[src/rtl/ltl_cluster_pkg.sv]
// Shared types, default parameter values and slice helper for the LTL cluster monitor.
package ltl_cluster_pkg;

  localparam int DEF_NUM_PROPS        = 3;
  localparam int DEF_REPORTS_PER_PROP = 4;
  localparam int DEF_SYM_W            = 8;
  localparam int DEF_CNT_W            = 16;
  localparam int DEF_TS_W             = 32;

  // Clear handshake: one ACK cycle, then wait for the request to drop.
  typedef enum logic [1:0] {
    CLR_IDLE     = 2'd0,
    CLR_ACK      = 2'd1,
    CLR_WAIT_LOW = 2'd2
  } clr_state_t;

  // Low bit index of property p's slice in a flat per-property bus.
  function automatic int slice_lo(input int p, input int w);
    return p * w;
  endfunction

endpackage

[src/rtl/ltl_prop_tracker.sv]
// Per-property sticky flag, saturating hit counter and optional first-hit timestamp.
// Optional feature: LTL_FIRST_HIT_TS_EN adds the ts input and first_ts output.
module ltl_prop_tracker
  import ltl_cluster_pkg::*;
#(
  parameter int CNT_W = DEF_CNT_W,
  parameter int TS_W  = DEF_TS_W
) (
  input  logic             clk,
  input  logic             reset,
  input  logic             hit,
  input  logic             clr,
`ifdef LTL_FIRST_HIT_TS_EN
  input  logic [TS_W-1:0]  ts,
  output logic [TS_W-1:0]  first_ts,
`endif
  output logic             sticky,
  output logic [CNT_W-1:0] cnt
);

  localparam logic [CNT_W-1:0] CNT_ONE = CNT_W'(1);
  localparam logic [CNT_W-1:0] CNT_MAX = '1;

  // Clear wins first, then a coincident hit is applied on top of the cleared state.
  always_ff @(posedge clk or posedge reset) begin
    if (reset) begin
      sticky <= 1'b0;
      cnt    <= '0;
    end else if (clr) begin
      sticky <= hit;
      cnt    <= hit ? CNT_ONE : '0;
    end else if (hit) begin
      sticky <= 1'b1;
      cnt    <= (cnt == CNT_MAX) ? cnt : cnt + CNT_ONE;
    end
  end

`ifdef LTL_FIRST_HIT_TS_EN
  // Capture the cycle count on the first hit since the last clear (sticky still low).
  always_ff @(posedge clk or posedge reset) begin
    if (reset) begin
      first_ts <= '0;
    end else if (clr) begin
      first_ts <= hit ? ts : '0;
    end else if (hit && !sticky) begin
      first_ts <= ts;
    end
  end
`endif

endmodule

[src/rtl/ltl_cluster_monitor.sv]
// LTL cluster monitor: per-property hit detection, sticky/counter tracking, clear handshake.
// Optional feature: LTL_FIRST_HIT_TS_EN adds a free-running cycle counter and first_ts port.
module ltl_cluster_monitor
  import ltl_cluster_pkg::*;
#(
  parameter int NUM_PROPS        = DEF_NUM_PROPS,
  parameter int REPORTS_PER_PROP = DEF_REPORTS_PER_PROP,
  parameter int SYM_W            = DEF_SYM_W,
  parameter int CNT_W            = DEF_CNT_W,
  parameter int TS_W             = DEF_TS_W
) (
  input  logic                                clk,
  input  logic                                reset,
  input  logic                                run,
  input  logic [SYM_W-1:0]                    symbols,
  input  logic [NUM_PROPS*REPORTS_PER_PROP-1:0] report_in,
  input  logic [NUM_PROPS-1:0]                prop_mask,
  input  logic                                clr_req,
  output logic [NUM_PROPS-1:0]                ltl_out,
  output logic [NUM_PROPS-1:0]                ltl_sticky,
  output logic                                any_hit,
  output logic [NUM_PROPS*CNT_W-1:0]          hit_cnt,
  output logic                                clr_ack,
`ifdef LTL_FIRST_HIT_TS_EN
  output logic [NUM_PROPS*TS_W-1:0]           first_ts,
`endif
  output logic [SYM_W-1:0]                    out_symbols
);

  logic [NUM_PROPS-1:0] hit;
  clr_state_t           state, state_nxt;
  logic                 clr_pulse;

  // Per-property hit: report slice OR-reduced, gated by run and mask.
  for (genvar p = 0; p < NUM_PROPS; p++) begin : g_hit
    assign hit[p] = run & prop_mask[p] &
                    (|report_in[slice_lo(p, REPORTS_PER_PROP) +: REPORTS_PER_PROP]);
  end

  // Hit and symbol pipeline registers; hit already carries run so ltl_out drops after run=0.
  always_ff @(posedge clk or posedge reset) begin
    if (reset) begin
      ltl_out     <= '0;
      out_symbols <= '0;
    end else begin
      ltl_out     <= hit;
      out_symbols <= symbols;
    end
  end

  // Clear FSM state register.
  always_ff @(posedge clk or posedge reset) begin
    if (reset) state <= CLR_IDLE;
    else       state <= state_nxt;
  end

  // Clear FSM next-state; a request held high is ignored until it returns low.
  always_comb begin
    state_nxt = state;
    unique case (state)
      CLR_IDLE:     if (clr_req)  state_nxt = CLR_ACK;
      CLR_ACK:                    state_nxt = CLR_WAIT_LOW;
      CLR_WAIT_LOW: if (!clr_req) state_nxt = CLR_IDLE;
      default:                    state_nxt = CLR_IDLE;
    endcase
  end

  assign clr_pulse = (state == CLR_IDLE) && clr_req;
  assign clr_ack   = (state == CLR_ACK);
  assign any_hit   = |ltl_sticky;

`ifdef LTL_FIRST_HIT_TS_EN
  logic [TS_W-1:0] ts_cnt;

  // Free-running cycle counter; only reset clears it, wraps naturally.
  always_ff @(posedge clk or posedge reset) begin
    if (reset) ts_cnt <= '0;
    else       ts_cnt <= ts_cnt + TS_W'(1);
  end
`endif

  for (genvar p = 0; p < NUM_PROPS; p++) begin : g_trk
    ltl_prop_tracker #(
      .CNT_W (CNT_W),
      .TS_W  (TS_W)
    ) u_trk (
      .clk      (clk),
      .reset    (reset),
      .hit      (hit[p]),
      .clr      (clr_pulse),
`ifdef LTL_FIRST_HIT_TS_EN
      .ts       (ts_cnt),
      .first_ts (first_ts[p*TS_W +: TS_W]),
`endif
      .sticky   (ltl_sticky[p]),
      .cnt      (hit_cnt[p*CNT_W +: CNT_W])
    );
  end

endmodule

[config.mk]
export PLATFORM = sky130hd
export DESIGN_NAME = ltl_cluster_monitor
export DESIGN_NICKNAME = d
export VERILOG_FILES = /design/src/rtl/ltl_cluster_pkg.sv /design/src/rtl/ltl_prop_tracker.sv /design/src/rtl/ltl_cluster_monitor.sv
export SDC_FILE = /design/constraint.sdc
export NUM_CORES = 1
export LEC_CHECK = 0
export CORE_UTILIZATION = 45
export DETAILED_ROUTE_END_ITERATION = 10
export HOLD_SLACK_MARGIN = 0.12
export PLACE_DENSITY = 0.76
export SYNTH_ARGS = -nofsm -noshare
export SYNTH_HDL_FRONTEND = slang
export SYNTH_SLANG_ARGS = --single-unit
export TNS_END_PERCENT = 20
[constraint.sdc]
create_clock -name clk -period 2.8 [get_ports clk]
set_clock_uncertainty 0.2 [all_clocks]
set_input_delay 0.42 -clock clk [delete_from_list [all_inputs] [get_ports clk]]
set_output_delay 0.42 -clock clk [all_outputs]
set_load 0.02 [all_outputs]
==> flow_summary_export.csv <==
group,metric,value,unit
grt,grt.total_usage,22.7,%
route,detail-route-antenna-nets,0,
floorplan,rows,30,
hold_path,hp-class,"in2async",
logic_synthesis,synthSimpleGateAreaFrac,28.3,%
timing,fin_tns_setup,0,ns
route,avgViaCountPerCell,5.93,
clock_network,cts_resized,0,
placed_design,dp_slack,0.115,ns
timing,worst_slew_pin_slew,0.956,ns
grt,grt_max_degree,65,
logic_synthesis,muxShareOfSynthArea,0.925,%
setup_path,crit_path_cell_trace,"ha_1 > nand4_1 > nor4_1 > a31o_2 > a31oi_1",
placed_design,place_congestion,0.846,
placed_design,dp.final_hpwl,5620,um
timing,relSlewSlack,35.7,%
logic_synthesis,synthAdderAreaFrac,1.16,%
logic_synthesis,netlist_area,0.00325,mm^2
grt,grt_antenna_before_repair,0,
setup_path,crit_path_start_kind,"register",
timing,timing.final.hold_violations,0,
floorplan,dieArea,0.00756,mm^2
logic_synthesis,ys_types,45,
setup_path,reg2reg_setup_slack,0.41,ns
timing,period_share,85.4,%
setup_path,worstReg2RegEnd,"g_trk[2].u_trk.cnt[12]",
clock_network,cts_tree,"built",
flow_run,drv_cap,0,
clock_network,cts_made_buffers,9,
finish,design_area,0.00445,mm^2
setup_path,reg2reg_from,"g_trk[2].u_trk.cnt[0]",
logic_synthesis,syn_avg_cell_area,9.36,um^2
logic_synthesis,synth.top_cell.area_share,49.3,%
finish,diodes,0,
route,wl_per_cell,15.3,um
power_and_ir_drop,finalPower,2.47,mW
timing,grt_setup_unrepaired,"no",
logic_synthesis,ys_ff_latch,64,
clock_network,cts_setup_buffers,0,
logic_synthesis,synth_compound_area_share,16.3,%
run_status,status,"finished, final reports clean",
logic_synthesis,synth_edf_count,0,
grt,grt-ovfl-total,0,
placed_design,placed_cell_area,0.00425,mm^2
clock_network,cts_hold_buf,0,
floorplan,io_pins,91,
clock_network,cts_root_buf,"clkbuf_8",
clock_network,clk_pin_slew_worst_paths,0.07,ns
grt,grt_pass1_wl,13200,um
route,first_pass_iters,4,
setup_path,worstPathArrival,2.40,ns
logic_synthesis,synth-xor-area-share,0,%
timing,holdWs,0.269,ns
setup_path,crit_fanout,6,
logic_synthesis,async_flop_share,100,%
logic_synthesis,yosysTopAreaCell,"dfrtp_1",
finish,synthToLayoutAreaGrowth,37.0,%
setup_path,cp_slowest_stage_delay,0.84,ns
route,remaining_drc_errors,0,
logic_synthesis,synth_commonest_cells,"dfrtp_1, nand2_1, a21oi_1",
setup_path,r2r_cells,5,
logic_synthesis,synth_warnings,0,
finish,drive_gt1_share,6.61,%
floorplan,chipHeight,86.9,um
route,drt_iter0_drc,193,
floorplan,floorplan.initialDensity,47.3,%
logic_synthesis,syn-num-nets,377,
timing,maxSlewViolCount,0,
finish,nets,464,
floorplan,core_area,0.00687,mm^2
logic_synthesis,synth.most_common_cell,"dfrtp_1",
timing,finalSetupViolCount,0,
logic_synthesis,synth_top_family_by_area,"simple AND/OR/NAND/NOR gates",
timing,fmax,0.418,GHz
power_and_ir_drop,p_per_area,555,mW/mm^2
logic_synthesis,synth.area.top_cells,"dfrtp_1, or4_1, a21oi_1, nand2_1, nor4_1",
setup_path,cp.required,2.81,ns
logic_synthesis,syn_inst,347,
timing,min_period,2.39,ns
logic_synthesis,synth.yosys.seq_area_share,49.3,%
route,wirelength,8180,um
floorplan,fp.dieW,86.9,um
clock_network,clock_latency,0.34,ns
finish,nFillCells,580,
power_and_ir_drop,vdd_drop_max,0.446,mV
clock_network,cts_num_sinks,64,
setup_path,critPathSlowestCell,"nor4_1",
clock_network,cts_max_level,3,
logic_synthesis,yosys_most_used_dff,"dfrtp_1",
power_and_ir_drop,cellLeakagePower,1.73,nW
placed_design,io_buffers,90,
setup_path,path_class,"reg2reg",
timing,layout_setup_ws,0.410,ns
setup_path,end_kind,"register",
route,vias,3174,
clock_network,cts_buffer_depth,2,
grt,grt_pass1_vias,2807,
how the worst max path moves through the flow:
stage,start,end,slack [ns]
floorplan,g_trk[0].u_trk.cnt[0],g_trk[0].u_trk.cnt[10],0.44
detailed placement,run,g_trk[0].u_trk.cnt[10],0.11
global route,g_trk[2].u_trk.cnt[0],g_trk[2].u_trk.cnt[12],0.21
global placement,run,g_trk[1].u_trk.cnt[15],0.14
finish,g_trk[2].u_trk.cnt[0],g_trk[2].u_trk.cnt[12],0.41
CTS,g_trk[0].u_trk.cnt[0],g_trk[0].u_trk.cnt[10],0.42
flip-flops by register name (all words and copies together) (netlist names):
register            cells
out_symbols             8
g_trk.u_trk.cnt        48
g_trk.u_trk.sticky      3
state                   2
ltl_out                 3
where the power goes:
part           total [mW]  internal, mW  switching (mW)
registers            1.09         0.998          0.0887
logic               0.574         0.259           0.315
clock network       0.810         0.458           0.352
per-layer routing:
layer | wire [um] | GRT usage (%) | vias to the layer above
met2 | 3900 | 36.7 | 114
met5 | 0 | 0 | -
met4 | 68 | 6.21 | 0
met3 | 483 | 5.88 | 7
li1 | - | - | 1502
met1 | 3730 | 30.1 | 1551
worst max-delay path: cells and delay by family, from the launching register on:
| kind | cells | cell delay, ns |
|---|---|---|
| AOI/OAI and AO/OA | 2 | 0.34 |
| DFF | 1 | 0.44 |
| adders and majority gates | 1 | 0.25 |
| and+or+nand+nor | 2 | 1.03 |
cells by family (layout without fill, tap and decap cells):
kind of cell | count (synthesis) | count (layout)
AO/OA/AOI/OAI | 83 | 83
adder cells (fa/ha/maj) | 3 | 3
buffers and inverters | 30 | 122
flip-flops | 64 | 64
multiplexers | 3 | 3
AND/OR/NAND/NOR | 164 | 164
cells in the final DEF (no fill, tap or decap), types with 2 or more instances in the layout:
master / n
a211oi_1: 3
nand2_1: 34
a41oi_1: 2
a41o_1: 2
o31ai_1: 11
buf_12: 2
o311ai_0: 4
nand3_1: 18
and4_1: 3
a31oi_1: 7
o21ai_0: 14
a21oi_1: 28
or4_1: 20
dfrtp_1: 64
clkinv_2: 2
nand4_1: 14
o41ai_1: 3
nor2_1: 12
clkbuf_1: 2
o21a_1: 2
nor4_1: 16
clkbuf_8: 11
and3_1: 5
nand2b_1: 6
buf_4: 5
mux2i_1: 3
ha_1: 3
or2_2: 2
or3_1: 8
nor3_1: 16
inv_1: 8
clkdlybuf4s50_1: 90
a31o_2: 2
stage by stage:
step,instances,utilization [%]
final,535,64.8
after global routing,535,64.8
after CTS,535,64.8
after detailed placement,519,61.9
after global placement,519,61.9
after floorplan,347,-
cell type report:
type | count | area (um^2) | share of cell area, %
flip-flops and latches | 64 | 1600 | 36.0
multi-input cells | 253 | 1520 | 34.1
repair buffers | 97 | 978 | 22.0
clock buffers | 13 | 159 | 3.57
well taps | 96 | 120 | 2.70
clock inverters | 3 | 40.0 | 0.900
inverters | 9 | 33.8 | 0.759
Power figures use the tool's default switching activity.
